## config.mk

```make
export PLATFORM = sky130hd
export DESIGN_NAME = seq_pattern_tx
export DESIGN_NICKNAME = d
export VERILOG_FILES = /design/src/rtl/seq_pattern_tx.sv
export SDC_FILE = /design/constraint.sdc
export NUM_CORES = 1
export LEC_CHECK = 0
export CORE_MARGIN = 3
export CORE_UTILIZATION = 50
export CTS_BUF_LIST = sky130_fd_sc_hd__clkbuf_4 sky130_fd_sc_hd__clkbuf_8 sky130_fd_sc_hd__clkbuf_16
export DETAILED_ROUTE_END_ITERATION = 10
export GPL_ROUTABILITY_DRIVEN = 0
export PLACE_DENSITY_LB_ADDON = 0.2
export SLEW_MARGIN = 0
export SYNTH_ARGS = -nofsm -noshare
export SYNTH_HDL_FRONTEND = slang
export SYNTH_SLANG_ARGS = --single-unit
export TNS_END_PERCENT = 50
```

## constraint.sdc

```tcl
create_clock -name clk -period 2.7 [get_ports clk]
set_clock_uncertainty 0.15 [all_clocks]
set_input_delay 0.54 -clock clk [delete_from_list [all_inputs] [get_ports clk]]
set_output_delay 0.54 -clock clk [all_outputs]
set_load 0.01 [all_outputs]
```

## src/rtl/seq_pattern_tx.sv

```systemverilog
// Serial pattern transmitter: sends PATTERN MSB-first on j, repeat_n copies
// separated by gap_n idle cycles, with busy/last_bit/done status.
module seq_pattern_tx #(
    parameter int              PAT_W   = 5,
    parameter logic [PAT_W-1:0] PATTERN = 5'b10110,
    parameter int              CNT_W   = 4
) (
    input  logic             clk,
    input  logic             rst,
    input  logic             start,
    input  logic [CNT_W-1:0] repeat_n,
    input  logic [CNT_W-1:0] gap_n,
    output logic             j,
    output logic             busy,
    output logic             last_bit,
    output logic             done
);

    localparam int IDX_W = (PAT_W > 2) ? $clog2(PAT_W) : 1;

    typedef enum logic [1:0] {
        IDLE = 2'd0,
        SEND = 2'd1,
        GAP  = 2'd2
    } state_t;

    state_t             state_reg, state_next;
    logic [IDX_W-1:0]   idx_reg, idx_next;
    logic [CNT_W-1:0]   rep_cnt_reg, rep_cnt_next;
    logic [CNT_W-1:0]   gap_reg, gap_next;
    logic [CNT_W-1:0]   gap_cnt_reg, gap_cnt_next;
    logic               j_reg, j_next;
    logic               busy_reg, busy_next;
    logic               last_reg, last_next;
    logic               done_reg, done_next;

    always_ff @(posedge clk or negedge rst) begin
        if (!rst) begin
            state_reg   <= IDLE;
            idx_reg     <= '0;
            rep_cnt_reg <= '0;
            gap_reg     <= '0;
            gap_cnt_reg <= '0;
            j_reg       <= 1'b0;
            busy_reg    <= 1'b0;
            last_reg    <= 1'b0;
            done_reg    <= 1'b0;
        end else begin
            state_reg   <= state_next;
            idx_reg     <= idx_next;
            rep_cnt_reg <= rep_cnt_next;
            gap_reg     <= gap_next;
            gap_cnt_reg <= gap_cnt_next;
            j_reg       <= j_next;
            busy_reg    <= busy_next;
            last_reg    <= last_next;
            done_reg    <= done_next;
        end
    end

    always_comb begin
        state_next   = state_reg;
        idx_next     = idx_reg;
        rep_cnt_next = rep_cnt_reg;
        gap_next     = gap_reg;
        gap_cnt_next = gap_cnt_reg;
        j_next       = 1'b0;
        busy_next    = busy_reg;
        last_next    = 1'b0;
        done_next    = 1'b0;

        case (state_reg)
            IDLE: begin
                busy_next = 1'b0;
                if (start && (repeat_n != '0)) begin
                    rep_cnt_next = repeat_n;
                    gap_next     = gap_n;
                    j_next       = PATTERN[PAT_W-1];
                    busy_next    = 1'b1;
                    idx_next     = IDX_W'(PAT_W - 2);
                    state_next   = SEND;
                end
            end
            SEND: begin
                // last_reg marks that PATTERN[0] is on the line: this edge ends the copy
                if (!last_reg) begin
                    j_next    = PATTERN[idx_reg];
                    last_next = (idx_reg == '0);
                    if (idx_reg != '0)
                        idx_next = idx_reg - 1'b1;
                end else if (rep_cnt_reg == CNT_W'(1)) begin
                    rep_cnt_next = '0;
                    busy_next    = 1'b0;
                    done_next    = 1'b1;
                    state_next   = IDLE;
                end else begin
                    rep_cnt_next = rep_cnt_reg - 1'b1;
                    if (gap_reg == '0) begin
                        j_next   = PATTERN[PAT_W-1];
                        idx_next = IDX_W'(PAT_W - 2);
                    end else begin
                        gap_cnt_next = gap_reg;
                        state_next   = GAP;
                    end
                end
            end
            GAP: begin
                if (gap_cnt_reg == CNT_W'(1)) begin
                    gap_cnt_next = '0;
                    j_next       = PATTERN[PAT_W-1];
                    idx_next     = IDX_W'(PAT_W - 2);
                    state_next   = SEND;
                end else begin
                    gap_cnt_next = gap_cnt_reg - 1'b1;
                end
            end
            default: begin
                busy_next  = 1'b0;
                state_next = IDLE;
            end
        endcase
    end

    assign j        = j_reg;
    assign busy     = busy_reg;
    assign last_bit = last_reg;
    assign done     = done_reg;

endmodule

```

==> key figures, run 1 <==
Synth
  – Compound-Gate Fraction of Synth Area: a little over a fifth
  – Top-count cell post-synth: dfrtp_1
  – Async SR Flop Fraction: 100.0%
  – Register bit total from synthesis: 21
  – Simple-Gate Fraction of Synth Area: 19.64%
  – Syn_nets: 135
  – EDFF count, synth: 0
  – Xor and xnor area share after synthesis: 0%
  – Yosys top cell area share: 44.59%
  – Sequential-to-total area share from yosys stat: 44.59%
  – Area contributors post-synth: dfrtp_1, ha_1, mux2_2, nand2b_1, inv_1
  – Ys flop type: dfrtp_1
  – Commonest cells post-synth: dfrtp_1, inv_1, nor2_1
  – Synth warn: 0
  – Syn avg cell area: 9.988 um^2
  – Yosys cell types: 33
  – Synth Area in Adders: 6.369%
  – Synth area leader: dfrtp_1
  – Main combinational cell family by area after synthesis: compound AO/OA/AOI/OAI gates
  – Mux cell area share after synthesis: roughly 3.8%
  – Gate Count Post-Synth: about 120
  – Post-synthesis cell area: 1179 um^2

Floorplanning
  – Die Area: 2976 um^2
  – Std-Cell Core Area: roughly 2100 um^2
  – Row count: 16
  – Die height: 54.55 um
  – Initial Util: between 50% and 60%
  – Top Ports: 15
  – Die width: 54.55 um

Critical path
  – Crit start category: register
  – Worst path slowest cell: clkdlybuf4s50_1
  – Crit path depth: 1
  – Crit path capture: last_bit
  – Crit-path max FO: 9
  – R2r setup slk: between 0.7 and 0.8 ns
  – Worst reg2reg path startpoint: state_reg[1]$_DFFE_PN0P_
  – CP endpoint kind: output port
  – Largest delay share family, worst path: buffers and inverters
  – Slowest Stage Delay on Critical Path: 0.59 ns
  – Crit-path cells: clkdlybuf4s50_1
  – Reg2reg end: gap_cnt_reg[2]$_DFFE_PN0P_
  – Worst Path Buf+Inv: 1
  – Crit Path Category: register to output port
  – Critical Path AT: 1.40 ns
  – WP data required: between 2 and 2.5 ns
  – Worst Reg-to-Reg Cells: 4
  – Worst Setup SP: last_bit$_DFF_PN0_

Cells and area
  – Finished Cell Area: 1375 um^2
  – Diodes inserted: 0
  – Post-layout util: between 60% and 70%
  – Layout net count: 152
  – Area Overhead vs Synth: 16.67%
  – Layout cells sized above 1: between 10% and 20%

Placement
  – Port bufs: 14
  – Area of placed instances: 1345 um^2
  – DP HPWL: 1657 um

Status
  – Outcome: complete, no violations

Timing
  – FMAX: 0.4775 GHz
  – Final worst path period share: between 70% and 80%
  – Unrepaired setup endpoints after global routing: no
  – Total negative setup slack: 0 ns
  – Period minus WS final: ~2.1 ns
  – Final setup vio count: 0
  – Slew Viols, Final: 0
  – Rel. slew slack: 67.73%
  – Slew @ Worst Pin: 0.4825 ns
  – Endpoints failing hold: 0

Global routing
  – Initial antenna violation count: 0
  – Global-route wire length before repair: about 3600 um
  – Overflow left after global routing: 0
  – Vias in the first global route: between 800 and 900
  – Pin count of the biggest net entering global routing: 22
  – GRT Total Usage: 16.91%

Power
  – VDD IR max: around 640 uV
  – Leak: 0.5997 nW
  – PwrDens: 1118 nW/um^2

CTS
  – CTS resizes: 0
  – H-tree lvl count: 1
  – CTS tree: done
  – Total CTS buffers: 3
  – CTS Buffer Depth: 2
  – CTS root buf: clkbuf_4
  – Clk slew on worst S/H paths: 0.10 ns
  – Cts hold-fix bufs: 0
  – Postcts setup bufs: 0
  – Clk sinks: 21
  – Clk_lat worst skew: 0.30 ns

Drt
  – Via count: between 900 and 1k
  – First-pass DRT Iterations: 4
  – Avg WL per Cell: 13.60 um
  – DRT Wirelength: 2190 um
  – DRC Markers: 0
  – DR vias/cell: 5.683
  – Drt first-iter violations: 13
  – Antenna Nets Post-Route: 0

Job
  – Max cap viols: 0

Min path
  – Hold Crit Class: register to register
==> report_power, final <==
| part | total [mW] | switching, mW | leakage [nW] | internal, mW |
|---|---|---|---|---|
| sequential | 0.605 | 0.143 | 0.255 | 0.462 |
| clock | 0.158 | 0.0905 | 0.0184 | 0.0676 |
| combinational | 0.774 | 0.419 | 0.326 | 0.354 |
==> final cells by class <==
class	count	area, um^2
sequential	21	525.5
fill	174	726.9
inverter	11	41.29
timing repair buffer	15	147.6
clock buffer	4	30.03
multi-input combinational	83	596.8
tap	27	33.78
==> logic make-up after synthesis <==
group / count (synthesis)
fa+ha+maj: 6
mux: 4
buf+inv: 14
compound gates: 34
simple gates: 39
flops: 21
==> layout by cell type (no fill, tap or decap), drive strengths merged, types with 2 or more instances in the layout <==
cell type | synthesis | routed
a211oi | 2 | 2
a21oi | 7 | 7
a22o | 2 | 2
clkbuf | 0 | 4
clkdlybuf4s50 | 0 | 14
dfrtp | 21 | 21
ha | 6 | 6
inv | 11 | 11
mux2 | 4 | 4
nand2 | 7 | 7
nand2b | 8 | 8
nor2 | 11 | 11
nor3 | 5 | 5
nor3b | 3 | 3
nor4 | 3 | 3
o21ai | 12 | 12
==> per-stage QoR <==
stage / std cells / power, mW / setup slack [ns] / hold WS, ns
after global placement: 157 / 1.346 / 0.4595 / 0.3410
after global routing: 161 / 1.672 / 0.5377 / 0.3873
after floorplan: 118 / 1.178 / 0.9908 / 0.09441
after detailed placement: 157 / 1.381 / 0.3869 / 0.3446
after CTS: 161 / 1.545 / 0.5889 / 0.3659
final: 161 / 1.537 / 0.6060 / 0.3696
==> metal layers <==
metal	up-vias	wire length, um	track usage [%]
met5	-	0	0
met4	0	26	7.469
met3	4	74	2.725
met2	16	1021	29.28
met1	440	1068	20.48
li1	455	-	-
==> how the worst min path moves through the flow <==
stage                           startpoint                     end  slack, ns  depth (start not counted)
floorplan                              rst        busy$_DFFE_PN0P_       0.09                          0
global placement    idx_reg[0]$_DFFE_PN0P_  idx_reg[0]$_DFFE_PN0P_       0.34                          1
detailed placement  idx_reg[0]$_DFFE_PN0P_  idx_reg[0]$_DFFE_PN0P_       0.34                          1
CTS                 idx_reg[0]$_DFFE_PN0P_  idx_reg[0]$_DFFE_PN0P_       0.37                          1
global route        idx_reg[0]$_DFFE_PN0P_  idx_reg[0]$_DFFE_PN0P_       0.39                          1
finish              idx_reg[0]$_DFFE_PN0P_  idx_reg[0]$_DFFE_PN0P_       0.37                          1
No activity file was read; power rests on OpenSTA's default activity.
==> run 2: changes to the inputs <==
==> constraint.sdc (replaced) <==
create_clock -name clk -period 2.12 [get_ports clk]
set_clock_uncertainty 0.15 [all_clocks]
set_input_delay 0.424 -clock clk [delete_from_list [all_inputs] [get_ports clk]]
set_output_delay 0.424 -clock clk [all_outputs]
set_load 0.01 [all_outputs]
==> key figures, run 2 (same netlist as run 1, synthesis figures left out) <==
CTS
  – CTS Buffer Depth: 2 (unchanged)
  – CTS tree: done
  – CTS root buf: clkbuf_4
  – Clk_lat worst skew: 0.31 ns (about the same)
  – Cts hold-fix bufs: 0 (unchanged)
  – Clk slew on worst S/H paths: 0.12 ns (+0.02 ns)
  – H-tree lvl count: 1 (unchanged)
  – Total CTS buffers: 3 (unchanged)
  – Clk sinks: 21 (unchanged)
  – CTS resizes: 0 (unchanged)
  – Postcts setup bufs: 0 (unchanged)

Critical path
  – Crit start category: register
  – Reg2reg end: idx_reg[2]$_DFFE_PN0P_
  – Worst reg2reg path startpoint: rep_cnt_reg[1]$_DFFE_PN0P_
  – Worst Setup SP: last_bit$_DFF_PN0_
  – Worst Path Buf+Inv: 1 (unchanged)
  – Crit-path max FO: 9 (unchanged)
  – Crit-path cells: clkdlybuf4s50_1
  – Slowest Stage Delay on Critical Path: 0.60 ns (about the same)
  – Crit Path Category: register to output port
  – R2r setup slk: 0.20 ns (-0.58 ns)
  – Worst path slowest cell: clkdlybuf4s50_1
  – Crit path capture: last_bit
  – Crit path depth: 1 (unchanged)
  – Critical Path AT: 1.41 ns (about the same)
  – WP data required: 1.55 ns (-0.46 ns)
  – CP endpoint kind: output port
  – Worst Reg-to-Reg Cells: 7 (+3)
  – Largest delay share family, worst path: buffers and inverters

Global routing
  – Initial antenna violation count: 0 (unchanged)
  – Vias in the first global route: 975 (+9.9%)
  – Overflow left after global routing: 0 (unchanged)
  – Global-route wire length before repair: 4029 um (+11%)
  – GRT Total Usage: 18.74% (+1.8 points)
  – Pin count of the biggest net entering global routing: 22 (unchanged)

Timing
  – Slew Viols, Final: 0 (unchanged)
  – Final worst path period share: 93.64%
  – FMAX: 0.5038 GHz
  – Period minus WS final: 1.985 ns
  – PnR worst setup slack: 0.1349 ns (-0.4710 ns)
  – Final setup vio count: 0 (unchanged)
  – Unrepaired setup endpoints after global routing: no
  – Total negative setup slack: 0 ns (unchanged)
  – Slew @ Worst Pin: 0.4863 ns (+0.003790 ns)
  – WHS: 0.3032 ns (-0.06641 ns)
  – Rel. slew slack: 67.41% (-0.32 points)
  – Endpoints failing hold: 0 (unchanged)

Drt
  – DRC Markers: 0 (unchanged)
  – Via count: 933 (+2.0%)
  – First-pass DRT Iterations: 4 (unchanged)
  – Antenna Nets Post-Route: 0 (unchanged)
  – Drt first-iter violations: 19 (+6)
  – Avg WL per Cell: 14.24 um (+4.7%)
  – DR WL met2: 1081 um (+5.9%)
  – Wire length on met1: 1119 um (+4.8%)
  – DR vias/cell: 5.689 (+0.10%)
  – DRT Wirelength: 2335 um (+6.6%)
  – Top routing layer in use: met4
  – Met3 wire length: 91 um (+23%)

Placement
  – DP HPWL: 1779 um (+7.4%)
  – Place WS: -0.02511 ns (-0.4120 ns)
  – Port bufs: 14 (unchanged)

Cells and area
  – Layout net count: 155 (+2.0%)
  – Most common cell after layout, fill and taps aside: dfrtp_1
  – Layout cells sized above 1: 15.33% (+1.9 points)
  – Most frequent cells in the layout: dfrtp_1, clkdlybuf4s50_1, inv_1, nor2_1
  – Fillers: 176 (+1.1%)
  – Diodes inserted: 0 (unchanged)
  – Area Overhead vs Synth: 18.58%

Floorplanning
  – Die width: 54.55 um (unchanged)
  – Std-Cell Core Area: 2102 um^2 (unchanged)
  – Initial Util: 56.07% (unchanged)
  – Die height: 54.55 um (unchanged)
  – Die Area: 2976 um^2 (unchanged)
  – Top Ports: 15 (unchanged)
  – Row count: 16 (unchanged)

Power
  – PwrDens: 1434 nW/um^2 (+28%)
  – VDD IR max: 814.9 uV (+27%)
  – Overall Power: 2.005 mW (+30%)
  – Leak: 0.6153 nW (+2.6%)

Status
  – Outcome: complete, no violations

Job
  – Max cap viols: 0 (unchanged)

Min path
  – Hold Crit Class: primary input to async pin
[run 2: changes by cell type in the layout (fill, tap and decap cells not counted), sizes merged]
cell	delta
buf	+3
[run 2: layout make-up]
class,instances,area (um^2),share of cell area (%)
multi-input cells,83,596.8,42.70
flip-flops and latches,21,525.5,37.60
repair buffers,18,170.2,12.18
inverters,11,41.29,2.954
well taps,27,33.78,2.417
clock buffers,4,30.03,2.149
[run 2: worst register-to-register path: stages (launching register included)]
cell,delay (ns)
dfrtp_1,0.42
inv_1,0.13
ha_1,0.17
nor3b_2,0.39
a211oi_1,0.16
nor3_2,0.22
inv_1,0.09
o21ai_1,0.12
[run 2: worst min path at each step]
stage	start	to	depth (start not counted)
floorplan	rst	busy$_DFFE_PN0P_	0
global placement	idx_reg[0]$_DFFE_PN0P_	idx_reg[0]$_DFFE_PN0P_	1
detailed placement	idx_reg[0]$_DFFE_PN0P_	idx_reg[0]$_DFFE_PN0P_	1
CTS	rst	rep_cnt_reg[1]$_DFFE_PN0P_	2
global route	rst	gap_reg[2]$_DFFE_PN0P_	2
finish	rst	gap_reg[2]$_DFFE_PN0P_	2
[run 2: power breakdown]
group | switching [mW] | internal [mW]
clock network | 0.120 | 0.0862
registers | 0.191 | 0.589
logic | 0.541 | 0.477
total | 0.853 | 1.15
[run 2: metal layers]
metal  track usage (%)  vias to the layer above
met5                 0                        -
met4             9.544                        0
met3             2.725                        4
met2             32.27                       22
met1             22.49                      451
li1                  -                      456
[run 2: through the flow]
| stage | instance area [um^2] | util [%] | std cells |
|---|---|---|---|
| final | 1398 | 66.49 | 164 |
| after global routing | 1398 | 66.49 | 164 |
| after CTS | 1398 | 66.49 | 164 |
| after detailed placement | 1368 | 65.06 | 160 |
| after global placement | 1368 | 65.06 | 160 |
| after floorplan | 1179 | - | 118 |
